`src/rtl/tdc_pkg.sv`:
```
// Shared definitions for the TDC interval builder: FSM states, default
// calibration constant and the result-width derivation.
package tdc_pkg;

    typedef enum logic [2:0] {
        ST_IDLE  = 3'd0,
        ST_ARMED = 3'd1,
        ST_RUN   = 3'd2,
        ST_CALC  = 3'd3,
        ST_HOLD  = 3'd4
    } tdc_state_e;

    // Calibrated delay bins per clock period for the default build.
    localparam int DEFAULT_BINS_PER_CLK = 200;

    // One spare bit above coarse+fine so coarse*bins+start never overflows
    // for realistic calibrations.
    function automatic int tdc_result_bits(input int coarse_bits, input int bits_deco);
        return coarse_bits + bits_deco + 1;
    endfunction

endpackage

```
`src/rtl/tdc_coarse_counter.sv`:
```
// Saturating coarse cycle counter: load to 1, increment, flag at maximum.
// It never wraps; the owner turns at_max_o into a timeout.
module tdc_coarse_counter #(
    parameter int WIDTH = 16
) (
    input  logic             clk,
    input  logic             rst,
    input  logic             load_i,
    input  logic             inc_i,
    output logic [WIDTH-1:0] count_o,
    output logic             at_max_o
);

    logic [WIDTH-1:0] count_q;

    assign at_max_o = (count_q == {WIDTH{1'b1}});
    assign count_o  = count_q;

    // Load has priority over increment; increment stops at all-ones.
    always_ff @(posedge clk) begin
        if (rst) begin
            count_q <= '0;
        end else if (load_i) begin
            count_q <= WIDTH'(1);
        end else if (inc_i && !at_max_o) begin
            count_q <= count_q + WIDTH'(1);
        end
    end

endmodule

```
`src/rtl/tdc_interval_builder.sv`:
```
// Combines registered start/stop bins and a coarse cycle count into one
// fine-resolution interval, presented on a valid/ready port.
//
// Handshake: wResultValid is a registered output, raised on entry to HOLD and
// held with wResultData/wTimeout stable until an edge with valid & ready; it
// never depends combinationally on wResultReady, and ready may lead valid.
module tdc_interval_builder
    import tdc_pkg::*;
#(
    parameter int BITS_DECO    = 8,
    parameter int COARSE_BITS  = 16,
    parameter int BINS_PER_CLK = DEFAULT_BINS_PER_CLK,
    parameter int RESULT_BITS  = tdc_result_bits(COARSE_BITS, BITS_DECO)
) (
    input  logic                   clk,
    input  logic                   rst,
    input  logic                   wArm,
    input  logic [BITS_DECO-1:0]   wStartBin,
    input  logic [BITS_DECO-1:0]   wStopBin,
    output logic [RESULT_BITS-1:0] wResultData,
    output logic                   wResultValid,
    input  logic                   wResultReady,
    output logic                   wTimeout,
    output logic                   wBusy,
    output logic [2:0]             wDbgState
);

    tdc_state_e             state_q;
    logic [BITS_DECO-1:0]   sstart_q;
    logic [BITS_DECO-1:0]   sstop_q;
    logic [BITS_DECO-1:0]   start_bin_q;
    logic [BITS_DECO-1:0]   stop_bin_q;
    logic [COARSE_BITS-1:0] coarse_q;
    logic                   tmo_q;
    logic [RESULT_BITS-1:0] result_q;
    logic                   valid_q;
    logic                   timeout_q;
    logic                   busy_q;

    logic [COARSE_BITS-1:0] cnt_value;
    logic                   cnt_at_max;
    logic                   same_cycle_hit;
    logic                   cnt_load;
    logic                   cnt_inc;
    logic [RESULT_BITS-1:0] result_d;

    // A stop at or before the start bin in the start cycle belongs to this start.
    assign same_cycle_hit = (sstart_q != '0) && (sstop_q != '0) && (sstop_q <= sstart_q);
    assign cnt_load       = (state_q == ST_ARMED) && (sstart_q != '0) && !same_cycle_hit;
    assign cnt_inc        = (state_q == ST_RUN) && (sstop_q == '0);

    // Unsigned interval at full result width; wraps only on a bad calibration.
    assign result_d = RESULT_BITS'(coarse_q) * RESULT_BITS'(BINS_PER_CLK)
                    + RESULT_BITS'(start_bin_q) - RESULT_BITS'(stop_bin_q);

    tdc_coarse_counter #(
        .WIDTH(COARSE_BITS)
    ) u_coarse (
        .clk      (clk),
        .rst      (rst),
        .load_i   (cnt_load),
        .inc_i    (cnt_inc),
        .count_o  (cnt_value),
        .at_max_o (cnt_at_max)
    );

    // Decoder outputs are registered once; the FSM only looks at these copies.
    always_ff @(posedge clk) begin
        if (rst) begin
            sstart_q <= '0;
            sstop_q  <= '0;
        end else begin
            sstart_q <= wStartBin;
            sstop_q  <= wStopBin;
        end
    end

    // Measurement FSM with registered result, valid, timeout and busy outputs.
    always_ff @(posedge clk) begin
        if (rst) begin
            state_q     <= ST_IDLE;
            start_bin_q <= '0;
            stop_bin_q  <= '0;
            coarse_q    <= '0;
            tmo_q       <= 1'b0;
            result_q    <= '0;
            valid_q     <= 1'b0;
            timeout_q   <= 1'b0;
            busy_q      <= 1'b0;
        end else begin
            case (state_q)
                ST_IDLE: begin
                    if (wArm) begin
                        state_q <= ST_ARMED;
                        busy_q  <= 1'b1;
                    end
                end
                ST_ARMED: begin
                    if (same_cycle_hit) begin
                        start_bin_q <= sstart_q;
                        stop_bin_q  <= sstop_q;
                        coarse_q    <= '0;
                        tmo_q       <= 1'b0;
                        state_q     <= ST_CALC;
                    end else if (sstart_q != '0) begin
                        start_bin_q <= sstart_q;
                        tmo_q       <= 1'b0;
                        state_q     <= ST_RUN;
                    end
                end
                ST_RUN: begin
                    if (sstop_q != '0) begin
                        stop_bin_q <= sstop_q;
                        coarse_q   <= cnt_value;
                        state_q    <= ST_CALC;
                    end else if (cnt_at_max) begin
                        tmo_q   <= 1'b1;
                        state_q <= ST_CALC;
                    end
                end
                ST_CALC: begin
                    result_q  <= tmo_q ? {RESULT_BITS{1'b1}} : result_d;
                    timeout_q <= tmo_q;
                    valid_q   <= 1'b1;
                    state_q   <= ST_HOLD;
                end
                ST_HOLD: begin
                    if (wResultReady) begin
                        valid_q <= 1'b0;
                        busy_q  <= 1'b0;
                        state_q <= ST_IDLE;
                    end
                end
                default: begin
                    state_q <= ST_IDLE;
                    valid_q <= 1'b0;
                    busy_q  <= 1'b0;
                end
            endcase
        end
    end

    assign wResultData  = result_q;
    assign wResultValid = valid_q;
    assign wTimeout     = timeout_q;
    assign wBusy        = busy_q;
    assign wDbgState    = state_q;

endmodule

```
`config.mk`:
```
export PLATFORM = sky130hd
export DESIGN_NAME = tdc_interval_builder
export DESIGN_NICKNAME = d
export VERILOG_FILES = /design/src/rtl/tdc_pkg.sv /design/src/rtl/tdc_coarse_counter.sv /design/src/rtl/tdc_interval_builder.sv
export SDC_FILE = /design/constraint.sdc
export NUM_CORES = 1
export LEC_CHECK = 0
export ABC_AREA = 1
export CAP_MARGIN = 20
export CORE_ASPECT_RATIO = 1.4
export CORE_MARGIN = 10
export CORE_UTILIZATION = 30
export DETAILED_ROUTE_END_ITERATION = 6
export GPL_TIMING_DRIVEN = 0
export SYNTH_ARGS = -nofsm -noshare
export SYNTH_HDL_FRONTEND = slang
export SYNTH_HIERARCHICAL = 1
export SYNTH_SLANG_ARGS = --single-unit
```
`constraint.sdc`:
```
create_clock -name clk -period 4.64 [get_ports clk]
set_clock_uncertainty 0.1 [all_clocks]
set_input_delay 1.392 -clock clk [delete_from_list [all_inputs] [get_ports clk]]
set_output_delay 1.392 -clock clk [all_outputs]
set_load 0.01 [all_outputs]
```
Word level (Yosys, flattened, before mapping). Index checks and enable logic that the tools add are counted.

Output and inout port bits: 31. Bits of input ports: 20. Register bits: 96. Word-level logic and storage cells: 84.

Eq/ne operators: 13. Multipliers: 1. $add $sub $neg: 3. Order comparisons: 1. Bitwise gates (word level): 2. Reduce and logical (&&, ||, !) cells: 24. Multiplexer cells: 27.

Operators with widths (number): $mux 16 (2); $mux 8 (4); $pmux 16 s2 (1); $add 24x8->25 (1); $mux 25 (1); $sub 25x8->25 (1); $mul 16x5->21 const B (1); $mux 3 (6); $add 16x1->16 const B (1); $eq 16x16->1 const B (1); $pmux 8 s2 (1); $reduce_bool 8->1 (2); $pmux 3 s5 (1); $ne 2x2->1 const B (5); $le 8x8->1 (1); $logic_not 8->1 (1); $mux 1 (8); $reduce_and 4->1 (2); $eq 3x2->1 const B (2); $logic_and 1x1->1 (6); $pmux 1 s3 (2); $reduce_and 3->1 (2); $reduce_bool 2->1 (3); $reduce_or 3->1 (2); 11 further kinds (14).

Logic depth before layout (Yosys ltp). Gate-level depths: netlist (run 1).

Depth in word-level cells: 6. Gate-level depth with buffers: 27. Gate-level depth less buffers: 27.

By module. The synthesis (run 1) kept the hierarchy.

Modules (own cells, without submodules): tdc_interval_builder (seq. area each 1601.5 µm², times used 1, area an instance 6114.6 µm², cells each 814); tdc_coarse_counter (seq. area each 320.3 µm², times used 1, area an instance 963.4 µm², cells each 147).

Worst setup path before layout (run 1). Ideal clock, no wire load.

Path kind: register to register. Start point: register coarse_q[6]. End point: register result_q[21] (netlist: wResultData[21]). Cell stages (with the launch flop): 28. Library setup time: 0.109 ns. Arrival time: 3.851 ns. Slack: 0.580 ns. Path through: dfxtp_1 -> ha_1 -> ha_1 -> inv_1 -> fa_1 -> inv_1 -> ha_1 -> nand2_2 -> inv_2 -> nand2_1 -> nand2_1 -> a21oi_1 -> o21bai_1 -> xnor2_1 -> inv_1 -> ha_1 -> nand2_1 -> inv_1 -> a221oi_1 -> o21ai_1 -> nand2_1 -> nand2_2 -> nand2_1 -> nand2_1 -> a21oi_1 -> o21ai_1 -> nand2_1 -> inv_1.

Cells in the longest elaborated chain, start to end: 4.

RTL lines: start: declaration (RTL line tdc_interval_builder.sv:33) `logic [COARSE_BITS-1:0] coarse_q;`; start signal: assignment (RTL line tdc_interval_builder.sv:114) `coarse_q <= cnt_value;`; $mul 16x5->21 (RTL line tdc_interval_builder.sv:53) `assign result_d = RESULT_BITS'(coarse_q) * RESULT_BITS'(BINS_PER_CLK)`; $add 24x8->25 (RTL line tdc_interval_builder.sv:54) `+ RESULT_BITS'(start_bin_q) - RESULT_BITS'(stop_bin_q);`; $sub 25x8->25 (RTL line tdc_interval_builder.sv:54); $mux 25 (RTL line tdc_interval_builder.sv:122) `result_q <= tmo_q ? {RESULT_BITS{1'b1}} : result_d;`; end signal: assignment (RTL line tdc_interval_builder.sv:122); end: declaration (RTL line tdc_interval_builder.sv:35) `logic [RESULT_BITS-1:0] result_q;`.

Every way passes these cells. A chain may end at the register's enable or synchronous reset.

Worst setup path after layout (run 1).
Start point: register coarse_q[5]. End point: register result_q[21] (netlist: wResultData[21]).

Same word-level chain as after synthesis.

==> impl_metrics.ini, run 1 <==
[grt]
grt_pass1_vias = 6156
overflow = 0
grt_pass1_wl_microns = 28880
grt_usage_pct = 11.56
antenna_found_initial = 0
grt_start_max_net_pins = 22

[drt]
dr.pass1.iters = 4
vias = 6097
wirelength_microns = 16820
post_drt_via_cell_ratio = 4.570
post_drt_wl_per_cell_microns = 12.61
drt_iter0_markers = 345
antenna_left = 0
remaining_drc_errors = 0

[floorplan]
die_area_sq_mm = 0.03022
pin_count = 51
die_w_microns = 149.8
start_util_pct = 30.50
std_cell_rows = 66
core_area_sq_mm = 0.02320
die_y_microns = 201.7

[timing]
slew_viol_final = 0
period_minus_slack_ns = 4.349
worstMarginPinSlew_ns = 0.6083
tns_ns = 0
fmax_mhz = 229.9
finalSetupViolCount = 0
whs_ns = 0.3675
hold_viol_final = 0
max_slew_margin_pct = 59.45
fin_crit_sh_pct = 93.72

[layout]
final_util_pct = 36.26
area_growth_syn_to_layout_pct = 18.86
layout-drive-gt1-share_pct = 10.41
nets = 1146
diodes = 0
fill_cells = 2454

[setup_path]
required_ns = 4.81
cp_max_fo = 4
reg2reg_depth = 24
rrSetupSlack_ns = 0.29
crit_type = flop to flop
worstPathArrival_ns = 4.52
end_kind = flop
r2r_start = coarse_q[5]$_SDFFE_PP0P_
critPathLaunchType = flop
timing.rr.end = wResultData[21]$_SDFFE_PP0P_

[yosys]
ys_warn_count = 6
synthArstFlopShare_pct = 0
synth.area.top_cells = dfxtp_1, ha_1, inv_1, nand2_1, a21oi_1
synth-seq-cells = 96
syn-num-nets = 1084
synth_seq_area_share_pct = 27.15
yosysMostFrequentCell = inv_1
synthCells = 961
synth_edf_count = 0
synth_top_area_cell = dfxtp_1
syn_area_per_cell_sq_um = 7.365
synthFlopType = dfxtp_1
synth_top_area_share_pct = 27.15
synth_area_sq_mm = 0.007078
ys_types = 44
synthTopCellsByCount = inv_1, nand2_1, dfxtp_1

[place]
port_buffers = 50
routabilityCongestion = 0.8608
dpl.hpwl_microns = 13730

[power_and_ir_drop]
power_uw = 3407
powerDensity_mw_per_mm2 = 405.0
p_leak_uw = 0.004102
ir_drop_uv = 225.6

[clocking]
clockBufferDepth = 2
cts-root-buf = clkbuf_16
tritoncts = done
holdBufCountCts = 0
h-tree-depth = 3
clk_pin_slew_ns = 0.08
cts_sinks = 96
numCtsBuffers = 9
clock_latency_ns = 0.36

[run]
drv_cap = 0

[min_path]
min_from = stop_bin_q[2]$_SDFFE_PP0P_
hold_class = flop to flop
hold_end = stop_bin_q[2]$_SDFFE_PP0P_
whs_path_depth = 2

[run_status]
run_status = complete, no violations
logic make-up (layout without fill, tap and decap cells):
logic type               after synthesis  count (layout)  synth area share, %
AO/OA/AOI/OAI                        165             165                13.63
XOR/XNOR                              35              35                4.331
adder cells (fa/ha/maj)              103             103                20.01
buffers and inverters                216             283                11.76
flip-flops                            96              96                27.15
AND/OR/NAND/NOR                      346             346                23.12
per-layer routing:
metal | vias to the layer above | track usage, % | share of wire [%]
met3 | 23 | 2.088 | 3.5
li1 | 3216 | - | -
met4 | 0 | 4.871 | 2.3
met2 | 72 | 20.77 | 51
met1 | 2786 | 12.89 | 43
met5 | - | 0 | 0
power by group:
part	total [uW]	internal (uW)	switching, uW
registers	999	934	64.9
logic	1620	654	969
clock network	785	391	394
total	3410	1980	1430
worst max-delay path, stage by stage (launching register included):
cell and delay (ns):
dfxtp_2 0.35, ha_1 0.30, ha_1 0.28, inv_1 0.05
fa_1 0.49, inv_1 0.06, ha_4 0.26, a21oi_1 0.20
nand2_1 0.13, a21oi_2 0.20, o21bai_2 0.12, xnor2_2 0.23
ha_1 0.31, nand2_1 0.08, inv_1 0.04, a221oi_1 0.24
o21ai_1 0.12, nand2_1 0.10, nand2_2 0.08, nand2_1 0.06
nand2_1 0.08, a21oi_2 0.16, o21ai_2 0.10, nand2_1 0.07
inv_1 0.03
worst max-delay path by stage:
stage,cells after the start,endpoint,startpoint
5_1_grt,24,wResultData[21]$_SDFFE_PP0P_,coarse_q[5]$_SDFFE_PP0P_
3_5_place_dp,27,wResultData[21]$_SDFFE_PP0P_,coarse_q[6]$_SDFFE_PP0P_
6_report,24,wResultData[21]$_SDFFE_PP0P_,coarse_q[5]$_SDFFE_PP0P_
2_1_floorplan,27,wResultData[21]$_SDFFE_PP0P_,coarse_q[6]$_SDFFE_PP0P_
4_1_cts,24,wResultData[21]$_SDFFE_PP0P_,coarse_q[5]$_SDFFE_PP0P_
3_3_place_gp,27,wResultData[21]$_SDFFE_PP0P_,coarse_q[6]$_SDFFE_PP0P_
flip-flops by register name (all words and copies together) (netlist names):
signal,flops
u_coarse/count_o,16
start_bin_q,8
wDbgState,3
coarse_q,16
stop_bin_q,8
wTimeout,1
sstart_q,8
sstop_q,8
wResultData,25
wBusy,1
tmo_q,1
wResultValid,1
stage by stage:
step                      instance area (sq um)  cells  setup WS, ns
final                                      8413   1334        0.2912
after global routing                       8413   1334      -0.08472
after CTS                                  8290   1333       0.04029
after detailed placement                   7961   1317      -0.09616
after global placement                     7961   1317      -0.09695
after floorplan                            7078    961        0.5796
layout make-up:
type | instances | area (sq um) | area share (%)
multi-input combinational | 649 | 4444 | 52.83
buffer | 21 | 100.1 | 1.190
clock buffer | 9 | 225.2 | 2.677
timing repair buffer | 51 | 508.0 | 6.038
tap | 306 | 382.9 | 4.551
sequential | 96 | 1929 | 22.93
clock inverter | 7 | 91.34 | 1.086
inverter | 195 | 732.0 | 8.700
cell usage in the layout (no fill, tap or decap), types with 6 or more instances in the layout:
| cell type | instances |
|---|---|
| inv_1 | 190 |
| nand2_1 | 159 |
| dfxtp_1 | 90 |
| nor2_1 | 81 |
| ha_1 | 76 |
| a21oi_1 | 75 |
| clkdlybuf4s50_1 | 50 |
| o21ai_0 | 40 |
| nand4_1 | 26 |
| nand3_1 | 23 |
| xor2_1 | 23 |
| fa_1 | 17 |
| clkbuf_1 | 15 |
| nand2_2 | 14 |
| o221ai_1 | 14 |
| nor2_2 | 12 |
| xnor2_1 | 10 |
| nand3_2 | 10 |
| a21oi_2 | 9 |
| clkbuf_16 | 9 |
| dfxtp_2 | 6 |
repair_timing:
action	CTS	global route
cloned	0	0
gates resized for setup	3	25
pin swaps	0	3
endpoints found under the setup margin	2	6
buffers inserted	0	1
Note: power is estimated with default switching activity, not from simulation.
==> run 2, diff against run 1 <==
--- a/config.mk
+++ b/config.mk
@@ -9,9 +9,10 @@
 export CAP_MARGIN = 20
 export CORE_ASPECT_RATIO = 1.4
 export CORE_MARGIN = 10
-export CORE_UTILIZATION = 30
+export CORE_UTILIZATION = 50
 export DETAILED_ROUTE_END_ITERATION = 6
 export GPL_TIMING_DRIVEN = 0
+export PLACE_DENSITY = 0.7
 export SYNTH_ARGS = -nofsm -noshare
 export SYNTH_HDL_FRONTEND = slang
 export SYNTH_HIERARCHICAL = 1
==> constraint.sdc (replaced) <==
create_clock -name clk -period 5.5 [get_ports clk]
set_clock_uncertainty 0.1 [all_clocks]
set_input_delay 1.65 -clock clk [delete_from_list [all_inputs] [get_ports clk]]
set_output_delay 1.65 -clock clk [all_outputs]
set_load 0.01 [all_outputs]
==> impl_metrics.ini, run 2 (synthesis gave the netlist of run 1 again) <==
[setup_path]
worstSetupStartpoint = coarse_q[6]$_SDFFE_PP0P_
timing.rr.end = wResultData[21]$_SDFFE_PP0P_
endpoint = wResultData[21]$_SDFFE_PP0P_
reg2reg_depth = 27
rrSetupSlack_ns = 0.91
cp_max_fo = 4
r2r_start = coarse_q[6]$_SDFFE_PP0P_
crit_type = flop to flop
worstPathArrival_ns = 4.75
required_ns = 5.66
critPathLaunchType = flop
end_kind = flop

[layout]
final_util_pct = 58.45
fill_cells = 1386
area_growth_syn_to_layout_pct = 14.87
layout-drive-gt1-share_pct = 7.790
ff_latch_area_sq_mm = 0.001922
largest_reg_flops = 25
diodes = 0
final_cell_mix = inv_1, nand2_1, dfxtp_1, ha_1, nor2_1
layout_commonest_cell = inv_1
multi_input_comb_area_sq_mm = 0.004324
nets = 1145

[drt]
post_drt_via_cell_ratio = 5.052
antenna_left = 0
drt_iter0_markers = 238
remaining_drc_errors = 0
wirelength_microns = 15660
dr.pass1.iters = 5
vias = 6123
post_drt_wl_per_cell_microns = 12.92

[floorplan]
die_y_microns = 160.8
start_util_pct = 50.88
die_w_microns = 120.6
core_area_sq_mm = 0.01391
std_cell_rows = 51
pin_count = 51
die_area_sq_mm = 0.01938

[run]
drv_cap = 0

[clocking]
holdBufCountCts = 0
cts-root-buf = clkbuf_16
cts_sinks = 96
clock_latency_ns = 0.35
clockBufferDepth = 2
tritoncts = done
cts_setup_buffers = 0
clk_pin_slew_ns = 0.08
h-tree-depth = 3
ctsResizeCount = 0
numCtsBuffers = 9

[timing]
slew_viol_final = 0
fin_crit_sh_pct = 83.53
worstMarginPinSlew_ns = 0.6542
hold_viol_final = 0
rsz0062_at_grt = false
period_minus_slack_ns = 4.594
max_slew_margin_pct = 56.39
whs_ns = 0.3706
finalSetupViolCount = 0
fmax_mhz = 217.7
tns_ns = 0

[power_and_ir_drop]
switchingPower_uw = 1158
pwr-share-comb_pct = 46.7
p_leak_uw = 0.004109
p_sw_share_pct = 40.73
power_uw = 2844
intPower_uw = 1685
ir_drop_uv = 221.9
power_frac_seq_pct = 29.6
pwr-share-clk_pct = 23.7
powerDensity_mw_per_mm2 = 349.8

[grt]
grt_pass1_wl_microns = 27480
grt_start_max_net_pins = 20
grt_usage_pct = 16.87
antenna_found_initial = 0
overflow = 0
grt_pass1_vias = 6065

[min_path]
hold_class = flop to flop

[place]
routabilityCongestion = 0.8706
port_buffers = 50
dpl.hpwl_microns = 12740

[run_status]
run_status = complete, no violations
[run 2: cell count changes in the layout (fill, tap and decap cells not counted), moves of 2 or more]
cell | previous run | this run
ha_1 | 76 | 86
clkinv_4 | 0 | 2
a21oi_2 | 9 | 5
a21oi_1 | 75 | 79
clkinv_8 | 3 | 1
inv_8 | 0 | 2
ha_4 | 5 | 0
ha_2 | 5 | 0
dfxtp_1 | 90 | 96
inv_6 | 3 | 1
dfxtp_2 | 6 | 0
[run 2: worst max-delay path, stage by stage (launching register included)]
cell	delay, ns
dfxtp_1	0.45
ha_1	0.28
ha_1	0.28
inv_1	0.05
fa_1	0.49
inv_1	0.04
ha_1	0.37
nand2_2	0.14
inv_2	0.03
nand2_1	0.05
nand2_1	0.06
a21oi_1	0.22
o21bai_1	0.15
xnor2_1	0.27
inv_1	0.07
ha_1	0.31
nand2_1	0.08
inv_1	0.05
a221oi_1	0.26
o21ai_1	0.15
nand2_1	0.10
nand2_2	0.09
nand2_1	0.07
nand2_1	0.06
a21oi_1	0.11
o21ai_1	0.08
nand2_1	0.06
inv_1	0.04
[run 2: stage by stage]
stage | instance area (sq um) | std cells | setup WS (ns)
after floorplan | 7078 | 961 | 1.440
after global placement | 7810 | 1196 | 0.8825
after detailed placement | 7810 | 1196 | 0.9147
after CTS | 8130 | 1212 | 0.8874
after global routing | 8130 | 1212 | 0.4934
final | 8130 | 1212 | 0.9058
[run 2: power by group through the flow]
stage	combinational, uW	sequential (uW)	clock [uW]
global route	1490	856	712
CTS	1330	843	689
floorplan	981	864	0
global placement	1310	856	0
detailed placement	1330	858	0
finish	1330	842	674
[run 2: cell type report]
type                            count  area share [%]
Clock inverter                      7           1.170
Timing Repair Buffer               50           6.156
Multi-Input combinational cell    649           53.19
Tap cell                          185           2.847
Sequential cell                    96           23.64
Buffer                             21           1.231
Clock buffer                        9           2.770
Inverter                          195           9.003
[run 2: worst min path at each step]
stage | depth (start not counted) | end | start
2_1_floorplan | 2 | stop_bin_q[1]$_SDFFE_PP0P_ | stop_bin_q[1]$_SDFFE_PP0P_
3_3_place_gp | 2 | stop_bin_q[2]$_SDFFE_PP0P_ | stop_bin_q[2]$_SDFFE_PP0P_
3_5_place_dp | 2 | stop_bin_q[2]$_SDFFE_PP0P_ | stop_bin_q[2]$_SDFFE_PP0P_
4_1_cts | 2 | stop_bin_q[2]$_SDFFE_PP0P_ | stop_bin_q[2]$_SDFFE_PP0P_
5_1_grt | 2 | stop_bin_q[2]$_SDFFE_PP0P_ | stop_bin_q[2]$_SDFFE_PP0P_
6_report | 2 | stop_bin_q[2]$_SDFFE_PP0P_ | stop_bin_q[2]$_SDFFE_PP0P_
[run 2: layer usage]
layer | up-vias | routed length [microns] | global-route usage (%)
met3 | 14 | 499 | 2.561
met2 | 73 | 8224 | 31.22
met4 | 0 | 169 | 4.620
li1 | 3221 | - | -
met5 | - | 0 | 0
met1 | 2815 | 6769 | 19.35
